### config.mk
export PLATFORM = sky130hd
export DESIGN_NAME = i2c_txn_seq_flat
export DESIGN_NICKNAME = d
export VERILOG_FILES = /design/src/rtl/i2c_txn_seq_if.sv /design/src/rtl/i2c_txn_seq.sv /design/src/flat_wrapper.sv
export SDC_FILE = /design/constraint.sdc
export NUM_CORES = 1
export LEC_CHECK = 0
export CORE_ASPECT_RATIO = 1.75
export CORE_MARGIN = 2
export CORE_UTILIZATION = 49
export CTS_BUF_LIST = sky130_fd_sc_hd__clkbuf_8
export CTS_CLUSTER_DIAMETER = 200
export DETAILED_ROUTE_END_ITERATION = 16
export GPL_TIMING_DRIVEN = 0
export PLACE_DENSITY = 0.89
export SYNTH_ARGS = -nofsm -noshare
export SYNTH_HDL_FRONTEND = slang
export SYNTH_SLANG_ARGS = --single-unit
### constraint.sdc
create_clock -name CLK -period 2.6 [get_ports CLK]
set_input_delay 0.65 -clock CLK [delete_from_list [all_inputs] [get_ports CLK]]
set_output_delay 0.65 -clock CLK [all_outputs]
set_load 0.01 [all_outputs]
### src/rtl/i2c_txn_seq_if.sv
// i2c_txn_seq_if: requester, response and engine bundle for i2c_txn_seq.
// master = sequencer view; slave = requesters + byte engine view.
interface i2c_txn_seq_if #(
  parameter int MAX_BYTES = 4
);
  localparam int DW = 8 * MAX_BYTES;

  logic          req0_valid, req1_valid;
  logic          req0_ready, req1_ready;
  logic          req0_rw, req1_rw;
  logic [6:0]    req0_addr, req1_addr;
  logic [7:0]    req0_index, req1_index;
  logic [1:0]    req0_len, req1_len;
  logic [DW-1:0] req0_wdata, req1_wdata;
  logic          rsp0_valid, rsp1_valid;
  logic          rsp_err;
  logic [DW-1:0] rsp_rdata;
  logic          eng_cmd_valid, eng_cmd_ready;
  logic [2:0]    eng_cmd;
  logic [7:0]    eng_wbyte;
  logic          eng_mnack;
  logic          eng_rsp_valid;
  logic [7:0]    eng_rbyte;
  logic          eng_sack;

  modport master (
    input  req0_valid, req1_valid, req0_rw, req1_rw,
    input  req0_addr, req1_addr, req0_index, req1_index,
    input  req0_len, req1_len, req0_wdata, req1_wdata,
    output req0_ready, req1_ready,
    output rsp0_valid, rsp1_valid, rsp_err, rsp_rdata,
    output eng_cmd_valid, eng_cmd, eng_wbyte, eng_mnack,
    input  eng_cmd_ready, eng_rsp_valid, eng_rbyte, eng_sack
  );

  modport slave (
    output req0_valid, req1_valid, req0_rw, req1_rw,
    output req0_addr, req1_addr, req0_index, req1_index,
    output req0_len, req1_len, req0_wdata, req1_wdata,
    input  req0_ready, req1_ready,
    input  rsp0_valid, rsp1_valid, rsp_err, rsp_rdata,
    input  eng_cmd_valid, eng_cmd, eng_wbyte, eng_mnack,
    output eng_cmd_ready, eng_rsp_valid, eng_rbyte, eng_sack
  );
endinterface

### src/rtl/i2c_txn_seq.sv
// i2c_txn_seq: round-robin I2C register transaction sequencer.
// Ports: CLK, RST (sync, active high), bus (i2c_txn_seq_if.master).
module i2c_txn_seq #(
  parameter int MAX_BYTES = 4
) (
  input logic           CLK,
  input logic           RST,
  i2c_txn_seq_if.master bus
);
  localparam int DW = 8 * MAX_BYTES;
  localparam logic [2:0] C_START   = 3'd0;
  localparam logic [2:0] C_RESTART = 3'd1;
  localparam logic [2:0] C_WRITE   = 3'd2;
  localparam logic [2:0] C_READ    = 3'd3;
  localparam logic [2:0] C_STOP    = 3'd4;

  typedef enum logic [3:0] {
    IDLE, START, ADDR_W, INDEX, WDATA,
    RESTART, ADDR_R, RDATA, STOP, DONE
  } st_t;
  typedef enum logic [1:0] {
    PH_LOAD, PH_ISSUE, PH_WAIT
  } ph_t;

  st_t           st_q, st_d, tgt;
  ph_t           ph_q;
  // owner of the current transaction; also the RR pointer
  logic          own_q;
  logic          rw_q;
  logic [6:0]    addr_q;
  logic [7:0]    idx_q;
  logic [1:0]    len_q, cnt_q, cnt_d, tcnt;
  logic [DW-1:0] wdata_q, rdata_q;
  logic          err_q;
  logic          rdy0_q, rdy1_q, rsp0_q, rsp1_q;
  logic          cv_q, mn_q, mn_n;
  logic [2:0]    cmd_q, cmd_n;
  logic [7:0]    wb_q, wb_n;
  logic          nack, any_req, pick1;

  assign any_req = bus.req0_valid | bus.req1_valid;
  assign pick1   = bus.req1_valid & (~bus.req0_valid | ~own_q);
  assign nack    = bus.eng_sack &
                   (st_q inside {ADDR_W, INDEX, WDATA, ADDR_R});

  always_comb begin
    st_d  = st_q;
    cnt_d = cnt_q;
    unique case (st_q)
      START:   st_d = ADDR_W;
      ADDR_W:  st_d = INDEX;
      INDEX: begin
        st_d  = rw_q ? RESTART : WDATA;
        cnt_d = '0;
      end
      RESTART: st_d = ADDR_R;
      ADDR_R: begin
        st_d  = RDATA;
        cnt_d = '0;
      end
      WDATA, RDATA: begin
        if (cnt_q == len_q) st_d = STOP;
        else cnt_d = cnt_q + 2'd1;
      end
      STOP:    st_d = DONE;
      default: st_d = st_q;
    endcase
    if (nack) st_d = STOP;
  end

  // The next command is built for the state being entered so it
  // can be presented the cycle right after eng_rsp_valid.
  assign tgt  = (ph_q == PH_LOAD) ? st_q : st_d;
  assign tcnt = (ph_q == PH_LOAD) ? cnt_q : cnt_d;

  always_comb begin
    cmd_n = C_START;
    wb_n  = '0;
    mn_n  = 1'b0;
    unique case (tgt)
      RESTART: cmd_n = C_RESTART;
      ADDR_W: begin
        cmd_n = C_WRITE;
        wb_n  = {addr_q, 1'b0};
      end
      INDEX: begin
        cmd_n = C_WRITE;
        wb_n  = idx_q;
      end
      WDATA: begin
        cmd_n = C_WRITE;
        wb_n  = wdata_q[{tcnt, 3'b000} +: 8];
      end
      ADDR_R: begin
        cmd_n = C_WRITE;
        wb_n  = {addr_q, 1'b1};
      end
      RDATA: begin
        cmd_n = C_READ;
        mn_n  = (tcnt == len_q);
      end
      STOP:    cmd_n = C_STOP;
      default: cmd_n = C_START;
    endcase
  end

  always_ff @(posedge CLK) begin
    if (RST) begin
      st_q    <= IDLE;
      ph_q    <= PH_LOAD;
      own_q   <= 1'b1;
      rw_q    <= 1'b0;
      addr_q  <= '0;
      idx_q   <= '0;
      len_q   <= '0;
      wdata_q <= '0;
      cnt_q   <= '0;
      err_q   <= 1'b0;
      rdata_q <= '0;
      rdy0_q  <= 1'b0;
      rdy1_q  <= 1'b0;
      rsp0_q  <= 1'b0;
      rsp1_q  <= 1'b0;
      cv_q    <= 1'b0;
      cmd_q   <= '0;
      wb_q    <= '0;
      mn_q    <= 1'b0;
    end else begin
      rdy0_q <= 1'b0;
      rdy1_q <= 1'b0;
      rsp0_q <= 1'b0;
      rsp1_q <= 1'b0;
      if (st_q == IDLE || st_q == DONE) begin
        st_q <= IDLE;
        if (any_req) begin
          st_q    <= START;
          ph_q    <= PH_LOAD;
          own_q   <= pick1;
          rdy0_q  <= ~pick1;
          rdy1_q  <= pick1;
          cnt_q   <= '0;
          err_q   <= 1'b0;
          rdata_q <= '0;
        end
      end else begin
        unique case (ph_q)
          PH_LOAD: begin
            // fields sampled at the end of the ready cycle
            rw_q    <= own_q ? bus.req1_rw    : bus.req0_rw;
            addr_q  <= own_q ? bus.req1_addr  : bus.req0_addr;
            idx_q   <= own_q ? bus.req1_index : bus.req0_index;
            len_q   <= own_q ? bus.req1_len   : bus.req0_len;
            wdata_q <= own_q ? bus.req1_wdata : bus.req0_wdata;
            cv_q    <= 1'b1;
            cmd_q   <= cmd_n;
            wb_q    <= wb_n;
            mn_q    <= mn_n;
            ph_q    <= PH_ISSUE;
          end
          PH_ISSUE: begin
            if (bus.eng_cmd_ready) begin
              cv_q <= 1'b0;
              ph_q <= PH_WAIT;
            end
          end
          PH_WAIT: begin
            if (bus.eng_rsp_valid) begin
              if (nack) err_q <= 1'b1;
              if (st_q == RDATA)
                rdata_q[{cnt_q, 3'b000} +: 8] <= bus.eng_rbyte;
              st_q  <= st_d;
              cnt_q <= cnt_d;
              if (st_d == DONE) begin
                rsp0_q <= ~own_q;
                rsp1_q <= own_q;
              end else begin
                cv_q  <= 1'b1;
                cmd_q <= cmd_n;
                wb_q  <= wb_n;
                mn_q  <= mn_n;
                ph_q  <= PH_ISSUE;
              end
            end
          end
          default: ph_q <= PH_LOAD;
        endcase
      end
    end
  end

  assign bus.req0_ready    = rdy0_q;
  assign bus.req1_ready    = rdy1_q;
  assign bus.rsp0_valid    = rsp0_q;
  assign bus.rsp1_valid    = rsp1_q;
  assign bus.rsp_err       = err_q;
  assign bus.rsp_rdata     = rdata_q;
  assign bus.eng_cmd_valid = cv_q;
  assign bus.eng_cmd       = cmd_q;
  assign bus.eng_wbyte     = wb_q;
  assign bus.eng_mnack     = mn_q;
endmodule

### src/flat_wrapper.sv
// flat-port wrapper written by rule: the top's interface ports become plain ports
module i2c_txn_seq_flat 
#(
  parameter int MAX_BYTES = 4
)
  (CLK, RST, bus_req0_valid, bus_req1_valid, bus_req0_rw, bus_req1_rw, bus_req0_addr, bus_req1_addr, bus_req0_index, bus_req1_index, bus_req0_len, bus_req1_len, bus_req0_wdata, bus_req1_wdata, bus_req0_ready, bus_req1_ready, bus_rsp0_valid, bus_rsp1_valid, bus_rsp_err, bus_rsp_rdata, bus_eng_cmd_valid, bus_eng_cmd, bus_eng_wbyte, bus_eng_mnack, bus_eng_cmd_ready, bus_eng_rsp_valid, bus_eng_rbyte, bus_eng_sack);
  i2c_txn_seq_if #(.MAX_BYTES(MAX_BYTES)) bus_i ();
  input logic CLK;
  input logic RST;
  input wire logic [$bits(bus_i.req0_valid)-1:0] bus_req0_valid;
  input wire logic [$bits(bus_i.req1_valid)-1:0] bus_req1_valid;
  input wire logic [$bits(bus_i.req0_rw)-1:0] bus_req0_rw;
  input wire logic [$bits(bus_i.req1_rw)-1:0] bus_req1_rw;
  input wire logic [$bits(bus_i.req0_addr)-1:0] bus_req0_addr;
  input wire logic [$bits(bus_i.req1_addr)-1:0] bus_req1_addr;
  input wire logic [$bits(bus_i.req0_index)-1:0] bus_req0_index;
  input wire logic [$bits(bus_i.req1_index)-1:0] bus_req1_index;
  input wire logic [$bits(bus_i.req0_len)-1:0] bus_req0_len;
  input wire logic [$bits(bus_i.req1_len)-1:0] bus_req1_len;
  input wire logic [$bits(bus_i.req0_wdata)-1:0] bus_req0_wdata;
  input wire logic [$bits(bus_i.req1_wdata)-1:0] bus_req1_wdata;
  output wire logic [$bits(bus_i.req0_ready)-1:0] bus_req0_ready;
  output wire logic [$bits(bus_i.req1_ready)-1:0] bus_req1_ready;
  output wire logic [$bits(bus_i.rsp0_valid)-1:0] bus_rsp0_valid;
  output wire logic [$bits(bus_i.rsp1_valid)-1:0] bus_rsp1_valid;
  output wire logic [$bits(bus_i.rsp_err)-1:0] bus_rsp_err;
  output wire logic [$bits(bus_i.rsp_rdata)-1:0] bus_rsp_rdata;
  output wire logic [$bits(bus_i.eng_cmd_valid)-1:0] bus_eng_cmd_valid;
  output wire logic [$bits(bus_i.eng_cmd)-1:0] bus_eng_cmd;
  output wire logic [$bits(bus_i.eng_wbyte)-1:0] bus_eng_wbyte;
  output wire logic [$bits(bus_i.eng_mnack)-1:0] bus_eng_mnack;
  input wire logic [$bits(bus_i.eng_cmd_ready)-1:0] bus_eng_cmd_ready;
  input wire logic [$bits(bus_i.eng_rsp_valid)-1:0] bus_eng_rsp_valid;
  input wire logic [$bits(bus_i.eng_rbyte)-1:0] bus_eng_rbyte;
  input wire logic [$bits(bus_i.eng_sack)-1:0] bus_eng_sack;
  assign bus_i.req0_valid = bus_req0_valid;
  assign bus_i.req1_valid = bus_req1_valid;
  assign bus_i.req0_rw = bus_req0_rw;
  assign bus_i.req1_rw = bus_req1_rw;
  assign bus_i.req0_addr = bus_req0_addr;
  assign bus_i.req1_addr = bus_req1_addr;
  assign bus_i.req0_index = bus_req0_index;
  assign bus_i.req1_index = bus_req1_index;
  assign bus_i.req0_len = bus_req0_len;
  assign bus_i.req1_len = bus_req1_len;
  assign bus_i.req0_wdata = bus_req0_wdata;
  assign bus_i.req1_wdata = bus_req1_wdata;
  assign bus_req0_ready = bus_i.req0_ready;
  assign bus_req1_ready = bus_i.req1_ready;
  assign bus_rsp0_valid = bus_i.rsp0_valid;
  assign bus_rsp1_valid = bus_i.rsp1_valid;
  assign bus_rsp_err = bus_i.rsp_err;
  assign bus_rsp_rdata = bus_i.rsp_rdata;
  assign bus_eng_cmd_valid = bus_i.eng_cmd_valid;
  assign bus_eng_cmd = bus_i.eng_cmd;
  assign bus_eng_wbyte = bus_i.eng_wbyte;
  assign bus_eng_mnack = bus_i.eng_mnack;
  assign bus_i.eng_cmd_ready = bus_eng_cmd_ready;
  assign bus_i.eng_rsp_valid = bus_eng_rsp_valid;
  assign bus_i.eng_rbyte = bus_eng_rbyte;
  assign bus_i.eng_sack = bus_eng_sack;
  i2c_txn_seq #(.MAX_BYTES(MAX_BYTES)) u_core (.CLK(CLK), .RST(RST), .bus(bus_i));
endmodule
==> flow_metrics.py <==
metrics = {
    "cells_and_area": {
        "drive_above_1_share": 0.0777,
        "nNetsFinal": 900,
        "antenna_cells": 0,
        "syn_to_final_growth_pct": 39.9,
    },
    "placed_design": {
        "dp_hpwl_um": 13000,
        "place.gp.congestion": 0.909,
        "dp_slack_ns": -0.498,
        "io_buffers": 164,
    },
    "timing": {
        "setup_slack_ns": 0.0780,
        "holdWs_ns": 0.464,
        "fmax_ghz": 0.397,
        "rsz0062_at_grt": "yes",
        "fin_crit_sh": 0.970,
        "slew_viol_final": 0,
        "finalSetupViolCount": 0,
        "relSlewSlack": 0.490,
        "tightest_slew_ns": 0.765,
        "final_hold_viol_count": 0,
        "period_needed_ns": 2.52,
        "fin_worst_skew_ns": 0.0127,
    },
    "setup_path": {
        "crit_path_end_kind": "register",
        "cp.required_ns": 2.91,
        "critPathArrivalTime_ns": 2.83,
        "crit_path_start_kind": "register",
        "criticalPathCategory": "register to register",
        "cp_max_fo": 6,
    },
    "clocking": {
        "h-tree-depth": 3,
        "tritoncts": "built",
        "numClockSinks": 109,
        "postCtsHoldBufs": 0,
        "clkTransAtPathRegs_ns": 0.10,
        "numCtsBuffers": 9,
        "cts_root_buf": "clkbuf_8",
        "clockBufferDepth": 2,
        "clock_latency_ns": 0.39,
    },
    "detailed_routing": {
        "vias_per_cell": 5.90,
        "drt_iter0_markers": 318,
        "drtPass1Iterations": 5,
        "wire_per_inst_um": 17.9,
        "drcViolationCount": 0,
        "via_count": 5400,
        "final_antenna_net_count": 0,
        "drt-total-wl_um": 16400,
    },
    "floorplan": {
        "die_area_um2": 11800,
        "rows": 50,
        "io_pins": 165,
        "coreArea_um2": 10700,
        "die_w_um": 83.0,
        "die_h_um": 142,
        "initial_utilization": 0.500,
    },
    "grt": {
        "grt_pass1_vias": 5358,
        "grt_max_degree": 18,
        "grt_antenna_before_repair": 0,
        "grt_pass1_wl_um": 25700,
        "gr-total-overflow": 0,
        "grtUsageTotal": 0.272,
    },
    "logic_synthesis": {
        "ys.flop_type": "dfxtp_1",
        "netlist_instances": 603,
        "netlist-cell-type-count": 60,
        "netlist_area_um2": 5350,
        "syn_area_per_cell_um2": 8.87,
        "synth-seq-cells": 109,
        "synthArstFlopShare": 0,
        "ys_seq_area_frac": 0.408,
        "yosysWarningCount": 0,
        "synth_fp_nets": 723,
        "synth_edf_count": 0,
    },
    "power": {
        "leakagePower_nw": 2.85,
        "peakVddDrop_mv": 0.382,
        "power.density_nw_per_um2": 503,
    },
    "run_status": {
        "outcome": "finished, final reports clean",
    },
    "job": {
        "cap_violations": 0,
    },
    "worst_hold_path": {
        "min_path_type": "register to register",
    },
}
-- worst paths after layout --
check                           depth (start not counted)                                    to  slack (ns)                                  from
worst max-delay path                                    7  u_core.bus.eng_wbyte[3]$_SDFFE_PP0P_        0.08          u_core.len_q[0]$_SDFFE_PP0P_
worst min-delay path                                    2  u_core.bus.rsp_rdata[2]$_SDFFE_PP0P_        0.46  u_core.bus.rsp_rdata[2]$_SDFFE_PP0P_
worst max register to register                          7  u_core.bus.eng_wbyte[3]$_SDFFE_PP0P_        0.08          u_core.len_q[0]$_SDFFE_PP0P_
worst min register to register                          2  u_core.bus.rsp_rdata[2]$_SDFFE_PP0P_        0.46  u_core.bus.rsp_rdata[2]$_SDFFE_PP0P_
-- kinds of logic after synthesis --
family	after synthesis	synth area share
AO/OA/AOI/OAI	167	0.232
XOR/XNOR	5	0.00960
adder cells (fa/ha/maj)	5	0.0117
buffers and inverters	53	0.0417
flip-flops	109	0.408
multiplexers	71	0.134
AND/OR/NAND/NOR	193	0.163
-- metrics by stage --
step,TNS [ns],instances,power (W),utilization,cell area (um^2)
6_report,0,915,0.00376,0.699,7480
3_3_place_gp,-13.26,897,0.00256,0.668,7150
3_5_place_dp,-16.66,897,0.00259,0.668,7150
5_1_grt,-0.149,915,0.00389,0.699,7480
4_1_cts,0,914,0.00374,0.694,7420
2_1_floorplan,0,603,0.00225,-,5350
-- cells in the mapped netlist (3+ instances only) --
| cell | n | area share |
|---|---|---|
| nor4_1 | 3 | 0.0035 |
| a21oi_1 | 20 | 0.019 |
| nand2_1 | 46 | 0.032 |
| o21ai_0 | 13 | 0.012 |
| or2_2 | 4 | 0.0047 |
| mux2_2 | 6 | 0.013 |
| dfxtp_1 | 109 | 0.41 |
| mux2i_1 | 65 | 0.12 |
| xnor2_1 | 3 | 0.0049 |
| a31oi_1 | 4 | 0.0047 |
| nor3_1 | 7 | 0.0066 |
| o211ai_1 | 8 | 0.011 |
| a21o_1 | 8 | 0.011 |
| nor2b_1 | 3 | 0.0035 |
| nand4b_1 | 3 | 0.0049 |
| nand3_1 | 18 | 0.017 |
| clkbuf_1 | 35 | 0.025 |
| buf_2 | 7 | 0.0066 |
| inv_1 | 7 | 0.0049 |
| nor2_1 | 96 | 0.067 |
| a22oi_1 | 25 | 0.035 |
| ha_1 | 5 | 0.012 |
| a211oi_1 | 51 | 0.072 |
| a32oi_1 | 8 | 0.013 |
| o21ai_1 | 6 | 0.0056 |
-- where the power goes --
part	switching, W	internal [W]
logic	0.000391	0.000359
registers	0.0000656	0.00177
clock network	0.000581	0.000597
total	0.00104	0.00272
-- per-layer routing --
metal | GRT usage | up-vias | share of wire
li1 | - | 2567 | -
met1 | 0.253 | 2488 | 0.33
met2 | 0.534 | 273 | 0.55
met3 | 0.0389 | 72 | 0.056
met4 | 0.187 | 0 | 0.064
met5 | 0 | - | 0
-- critical path: stages (launching register included) --
cell	delay, ns
dfxtp_1	0.51
xnor2_2	0.19
nand2_1	0.20
a311oi_1	0.19
o32a_2	0.47
nor4b_4	0.42
o211ai_1	0.20
a32oi_1	0.26
-- cells in the final DEF (no fill, tap or decap), drive strengths merged, types with 2 or more instances in the layout --
master         Yosys  final
clkdlybuf4s50      0    163
dfxtp            109    109
nor2              96     96
mux2i             65     65
a211oi            51     51
nand2             46     46
clkbuf            35     46
a22oi             25     25
a21oi             20     20
o21ai             19     19
nand3             18     18
buf               11     13
a21o               8      8
a32oi              8      8
o211ai             8      8
inv                7      7
nor3               7      7
mux2               6      6
ha                 5      5
or2                4      4
a31oi              4      4
xnor2              4      4
nor4               4      4
nor2b              3      3
nand4b             3      3
clkinv             0      3
o21bai             3      3
and2               2      2
and4               2      2
o21a               2      2
a211o              2      2
a221oi             2      2
a2111oi            2      2
bufinv             0      2
a21boi             2      2
nor4b              2      2
-- state kept, by name (all words and copies together), names as in the netlist --
| signal | count |
|---|---|
| u_core.rw_q | 1 |
| u_core.bus.rsp1_valid | 1 |
| u_core.wdata_q | 32 |
| u_core.ph_q | 2 |
| u_core.len_q | 2 |
| u_core.bus.rsp_err | 1 |
| u_core.own_q | 1 |
| u_core.idx_q | 8 |
| u_core.bus.req0_ready | 1 |
| u_core.bus.eng_mnack | 1 |
| u_core.bus.rsp_rdata | 32 |
| u_core.st_q | 4 |
| u_core.bus.eng_wbyte | 8 |
| u_core.cnt_q | 2 |
| u_core.bus.rsp0_valid | 1 |
| u_core.addr_q | 7 |
| u_core.bus.eng_cmd_valid | 1 |
| u_core.bus.req1_ready | 1 |
| u_core.bus.eng_cmd | 3 |
-- what timing repair did --
action,in CTS,in global routing
buffers inserted,1,1
gates resized for setup,6,12
setup endpoints to repair,57,74
pin swaps,2,4
-- area by class of cell --
cell class,count,area [um^2]
fill,818,3220
multi-input combinational,441,3010
sequential,109,2180
timing repair buffer,166,1660
buffer,46,196
tap,130,163
clock buffer,11,151
clock inverter,5,82.6
inverter,7,26.3
(Power assumes the default switching activity.)
